==> src/rtl/fetch_unit.sv <==
// Instruction fetch: PC register, one in-flight slot, 2-deep {inst,pc} buffer.
// FETCH_PERF_CNT_EN adds fetched/squashed saturating counters.
module fetch_unit #(
  parameter logic [31:0] RESET_PC = 32'h0000_0000,
  parameter int          DEPTH    = 2
) (
  input  logic        clk,
  input  logic        rst_n,
  output logic [31:0] pc_o,
  input  logic [31:0] inst_i,
  input  logic        branch_i,
  input  logic [31:0] branch_target_i,
  output logic        inst_valid_o,
  output logic [31:0] inst_o,
  output logic [31:0] inst_pc_o,
  input  logic        dec_ready_i
`ifdef FETCH_PERF_CNT_EN
  ,
  output logic [31:0] fetched_cnt_o,
  output logic [31:0] squashed_cnt_o
`endif
);

  logic [31:0] pc_q;
  logic        infl_q;
  logic [31:0] infl_pc_q;

  logic [31:0] inst_mem_q [2];
  logic [31:0] pc_mem_q   [2];
  logic        rd_q;
  logic        wr_q;
  logic [1:0]  cnt_q;

  logic        pop;
  logic        push;
  logic        issue;
  logic [1:0]  occ;
  logic [31:0] tgt;
  logic        unused_tgt;

  assign unused_tgt = ^branch_target_i[1:0];
  assign tgt        = {branch_target_i[31:2], 2'b00};

  assign inst_valid_o = (cnt_q != 2'd0);
  assign inst_o       = inst_mem_q[rd_q];
  assign inst_pc_o    = pc_mem_q[rd_q];
  assign pc_o         = pc_q;

  // Slots committed for next cycle: held entries left after pop plus
  // the in-flight return. Also the number squashed on a redirect.
  always_comb begin
    pop   = inst_valid_o & dec_ready_i;
    occ   = cnt_q - {1'b0, pop} + {1'b0, infl_q};
    issue = (occ < 2'(DEPTH)) & ~branch_i;
    push  = infl_q & ~branch_i;
  end

  // PC and in-flight tracking; redirect wins over everything.
  always_ff @(posedge clk or negedge rst_n) begin
    if (!rst_n) begin
      pc_q      <= RESET_PC;
      infl_q    <= 1'b0;
      infl_pc_q <= 32'd0;
    end else if (branch_i) begin
      pc_q      <= tgt;
      infl_q    <= 1'b0;
    end else if (issue) begin
      pc_q      <= pc_q + 32'd4;
      infl_q    <= 1'b1;
      infl_pc_q <= pc_q;
    end else begin
      infl_q    <= 1'b0;
    end
  end

  // Two-entry FIFO; a redirect flushes it and rewinds both pointers.
  always_ff @(posedge clk or negedge rst_n) begin
    if (!rst_n) begin
      for (int i = 0; i < 2; i++) begin
        inst_mem_q[i] <= 32'd0;
        pc_mem_q[i]   <= 32'd0;
      end
      rd_q  <= 1'b0;
      wr_q  <= 1'b0;
      cnt_q <= 2'd0;
    end else if (branch_i) begin
      rd_q  <= 1'b0;
      wr_q  <= 1'b0;
      cnt_q <= 2'd0;
    end else begin
      if (push) begin
        inst_mem_q[wr_q] <= inst_i;
        pc_mem_q[wr_q]   <= infl_pc_q;
        wr_q             <= ~wr_q;
      end
      if (pop) begin
        rd_q <= ~rd_q;
      end
      cnt_q <= cnt_q + {1'b0, push} - {1'b0, pop};
    end
  end

`ifdef FETCH_PERF_CNT_EN
  logic [32:0] fet_sum;
  logic [32:0] sq_sum;

  always_comb begin
    fet_sum = {1'b0, fetched_cnt_o} + 33'd1;
    sq_sum  = {1'b0, squashed_cnt_o} + {31'd0, occ};
  end

  // Saturating counts of delivered and discarded instructions.
  always_ff @(posedge clk or negedge rst_n) begin
    if (!rst_n) begin
      fetched_cnt_o  <= 32'd0;
      squashed_cnt_o <= 32'd0;
    end else begin
      if (pop) begin
        fetched_cnt_o <= fet_sum[32] ? 32'hFFFF_FFFF
                                     : fet_sum[31:0];
      end
      if (branch_i) begin
        squashed_cnt_o <= sq_sum[32] ? 32'hFFFF_FFFF
                                     : sq_sum[31:0];
      end
    end
  end
`endif

endmodule

==> config.mk <==
export PLATFORM = sky130hd
export DESIGN_NAME = fetch_unit
export DESIGN_NICKNAME = d
export VERILOG_FILES = /design/src/rtl/fetch_unit.sv
export SDC_FILE = /design/constraint.sdc
export NUM_CORES = 1
export LEC_CHECK = 0
export ABC_AREA = 1
export BUFFER_PORTS_ARGS = -buffer_cell sky130_fd_sc_hd__buf_4
export CAP_MARGIN = 20
export CORE_UTILIZATION = 30
export DETAILED_ROUTE_END_ITERATION = 8
export PLACE_DENSITY_LB_ADDON = 0.08
export SETUP_SLACK_MARGIN = 0.02
export SLEW_MARGIN = 10
export SYNTH_ARGS = -nofsm -noshare
export SYNTH_HDL_FRONTEND = slang
export SYNTH_SLANG_ARGS = --single-unit
==> constraint.sdc <==
create_clock -name clk -period 2.56 [get_ports clk]
set_input_delay 0.384 -clock clk [delete_from_list [all_inputs] [get_ports clk]]
set_output_delay 0.384 -clock clk [all_outputs]
set_load 0.02 [all_outputs]
==> flow_summary.yaml <==
worst_setup_path:
  worst_path_largest_cell_delay_ns: 0.62
  regToRegSetupSlack_ns: 0.92
  critPathKind: "flip-flop to output pin"
  worst_ep_arrival_time_ns: 1.83
  cp.required_ns: 2.18
  crit_fanout: 62
  rr_worst_depth: 7
  path_cells: "buf_4, nand2_1, nand2_1, buf_4"
  crit_path_end_kind: "output pin"
  r2r_end: "pc_o[16]"
  r2r_start: "pc_o[3]"
  start_kind: "flip-flop"
  cp_slowest_cell: "buf_4"
synthesis:
  synth-seq-area-share_pct: 52.92
  netlist.top_cell.by_area: "dfrtp_1"
  netlist_area_um2: 8937
  avgSynthCellArea_um2: 7.672
  synth_top_area_share_pct: 52.92
  yosysWarnings: 0
  ys_ff_latch: 189
  synth.area.top_cells: "dfrtp_1 (53%), nand2_1 (21%), o21ai_0 (6.3%)"
  syn_inst: 1165
  ys_types: 33
route:
  routed_wl_um: 24020
  wire_per_inst_um: 14.09
  vias_per_cell: 4.366
  drcViolationCount: 0
  dr.pass1.iters: 5
  ant_nets: 0
  drtIter0Drc: 539
  num_vias: 7444
floorplan:
  die_h_um: 174.6
  core_um2: 29010
  die_w_um: 174.6
  num_rows: 62
  initial_core_util_pct: 30.80
  dieArea_um2: 30490
  num_io_pins: 165
power_and_ir_drop:
  netSwitchingPower_mw: 5.281
  combPwrFrac_pct: 40.5
  ir_worst_vdd_v: 0.0004614
  p_leak_nw: 5.843
  totalPowerFinal_mw: 13.04
  p_per_area_nw_per_um2: 1166
  p_int_mw: 7.763
  power_frac_seq_pct: 38.9
  pwr-share-clk_pct: 20.6
  netSwitchingFraction_pct: 40.49
placed_design:
  routabilityCongestion: 0.8680
  port_buffers: 158
  postPlaceCellArea_um2: 10600
  placed_cells: 1672
  dpl.hpwl_um: 16720
  place_ws_ns: 0.6756
sta:
  fmax_ghz: 0.4510
  setup_tns_ns: 0
  rsz0062_at_grt: "false"
  timing.hold.ws_ns: 0.1644
  drv_slew: 0
  fin_crit_sh_pct: 86.61
  tightestPinTransition_ns: 0.7866
  maxSlewHeadroom_pct: 47.56
  setup_ws_ns: 0.3428
  finClkSkew_ns: 0.01025
  hold_violations: 0
  setup_violations: 0
  period_minus_slack_ns: 2.217
worst_hold_path:
  hold_class: "input pin to flip-flop"
  hold_end: "pc_o[20]"
  worstHoldStart: "branch_target_i[20]"
  holdPathStages: 3
global_route:
  antenna_found_initial: 0
  overflow: 0
  grt_use_total_pct: 16.48
  grt_pass1_vias: 7266
  grt_pass1_wl_um: 39610
  grt_max_degree: 69
clock_network:
  htree_levels: 4
  clkTransAtPathRegs_ns: 0.07
  clock_latency_ns: 0.43
  cts_tree: "built"
  clock_sinks: 189
  cts_buffer_depth: 2
  numCtsBuffers: 17
  root_buffer: "clkbuf_16"
layout:
  final_nets: 1378
  areaGrowthSynthToFinish_pct: 25.21
  layout_commonest_cell: "nand2_1"
  fin_area_um2: 11190
  drive_above_1_share_pct: 17.41
  final-instance-count-excl-fill: 1705
  final_cell_mix: "nand2_1 (491), dfrtp_1 (188), buf_4 (170), inv_1 (120), o21ai_0 (113)"
  insertedDiodeCount: 0
  fin_util_pct: 38.57
run_status:
  status: "finished clean"
job:
  cap_violations: 0
[synth_stat cells]
master	instances
conb_1	1
or2_2	1
nor2_8	1
nor2_2	5
o211ai_1	7
clkinv_1	2
xor2_1	10
xor2_2	1
nand2_2	4
nor3_1	1
nor2_1	38
clkbuf_1	30
and2_1	2
inv_1	120
o21ai_1	60
dfrtp_1	189
buf_2	20
buf_4	6
nand3_2	1
nand2_4	2
inv_2	4
nand2_1	491
nand3b_1	2
nor2_4	3
buf_6	1
nand3_1	40
o21a_1	1
ha_1	2
buf_1	1
a21oi_1	3
xnor2_1	1
o21ai_0	113
nand4_1	2
[power by group through the flow]
stage	clock network, mW	registers, mW	logic [mW]
3_3_place_gp	0	5.14	5.33
4_1_cts	2.79	5.08	5.41
5_1_grt	2.89	5.27	5.97
6_report	2.68	5.08	5.29
3_5_place_dp	0	5.13	5.40
2_1_floorplan	0	5.08	3.15
[critical path, delay by kind of cell (launching register included)]
family        cells  cell delay (ns)
buf+inv           2             0.77
flops             1             0.36
simple gates      2             0.26
[final cells by class]
| class | count | area [µm²] |
|---|---|---|
| clock buffer | 21 | 450.4 |
| clock inverter | 11 | 132.6 |
| fill | 3167 | 17820 |
| inverter | 126 | 473.0 |
| multi-input combinational | 795 | 3483 |
| sequential | 189 | 4731 |
| tap | 384 | 480.5 |
| timing repair buffer | 179 | 1440 |
[metal layers]
layer | GRT usage (%) | up-vias | routed length [µm]
li1 | - | 3884 | -
met1 | 24.56 | 3395 | 12610
met2 | 24.25 | 144 | 10180
met3 | 2.763 | 21 | 854
met4 | 5.072 | 0 | 370
met5 | 0 | - | 0
[how the worst max path moves through the flow]
stage	start	slack, ns	end
after CTS	rd_q	0.26	inst_pc_o[10]
final	rd_q	0.34	inst_pc_o[10]
after floorplan	cnt_q[0]	1.01	cnt_q[1]
after detailed placement	branch_i	0.68	pc_o[5]
after global placement	branch_i	0.69	inst_mem_q[52]
after global routing	rd_q	0.19	inst_pc_o[30]
[cell families after synthesis]
family                     Yosys count  synth area share, %
AOI/OAI and AO/OA                  184                10.53
xor gates and xnor gates            12                1.260
adders and majority gates            2               0.2799
buffers and inverters              184                8.344
DFF                                189                52.92
other                                1              0.04196
and+or+nand+nor                    593                26.63
[what timing repair did]
item / 4_1_cts / 5_1_grt
endpoints found under the hold margin: 64 / 0
buffers inserted: 0 / 0
hold buffers: 1 / 0
resized for setup: 0 / 0
[flip-flops by register name, indices dropped and copies added, names as in the netlist]
name	count
rd_q	1
cnt_q	2
pc_mem_q	60
infl_pc_q	30
inst_mem_q	64
wr_q	1
pc_o	30
infl_q	1
(Power assumes the default switching activity.)
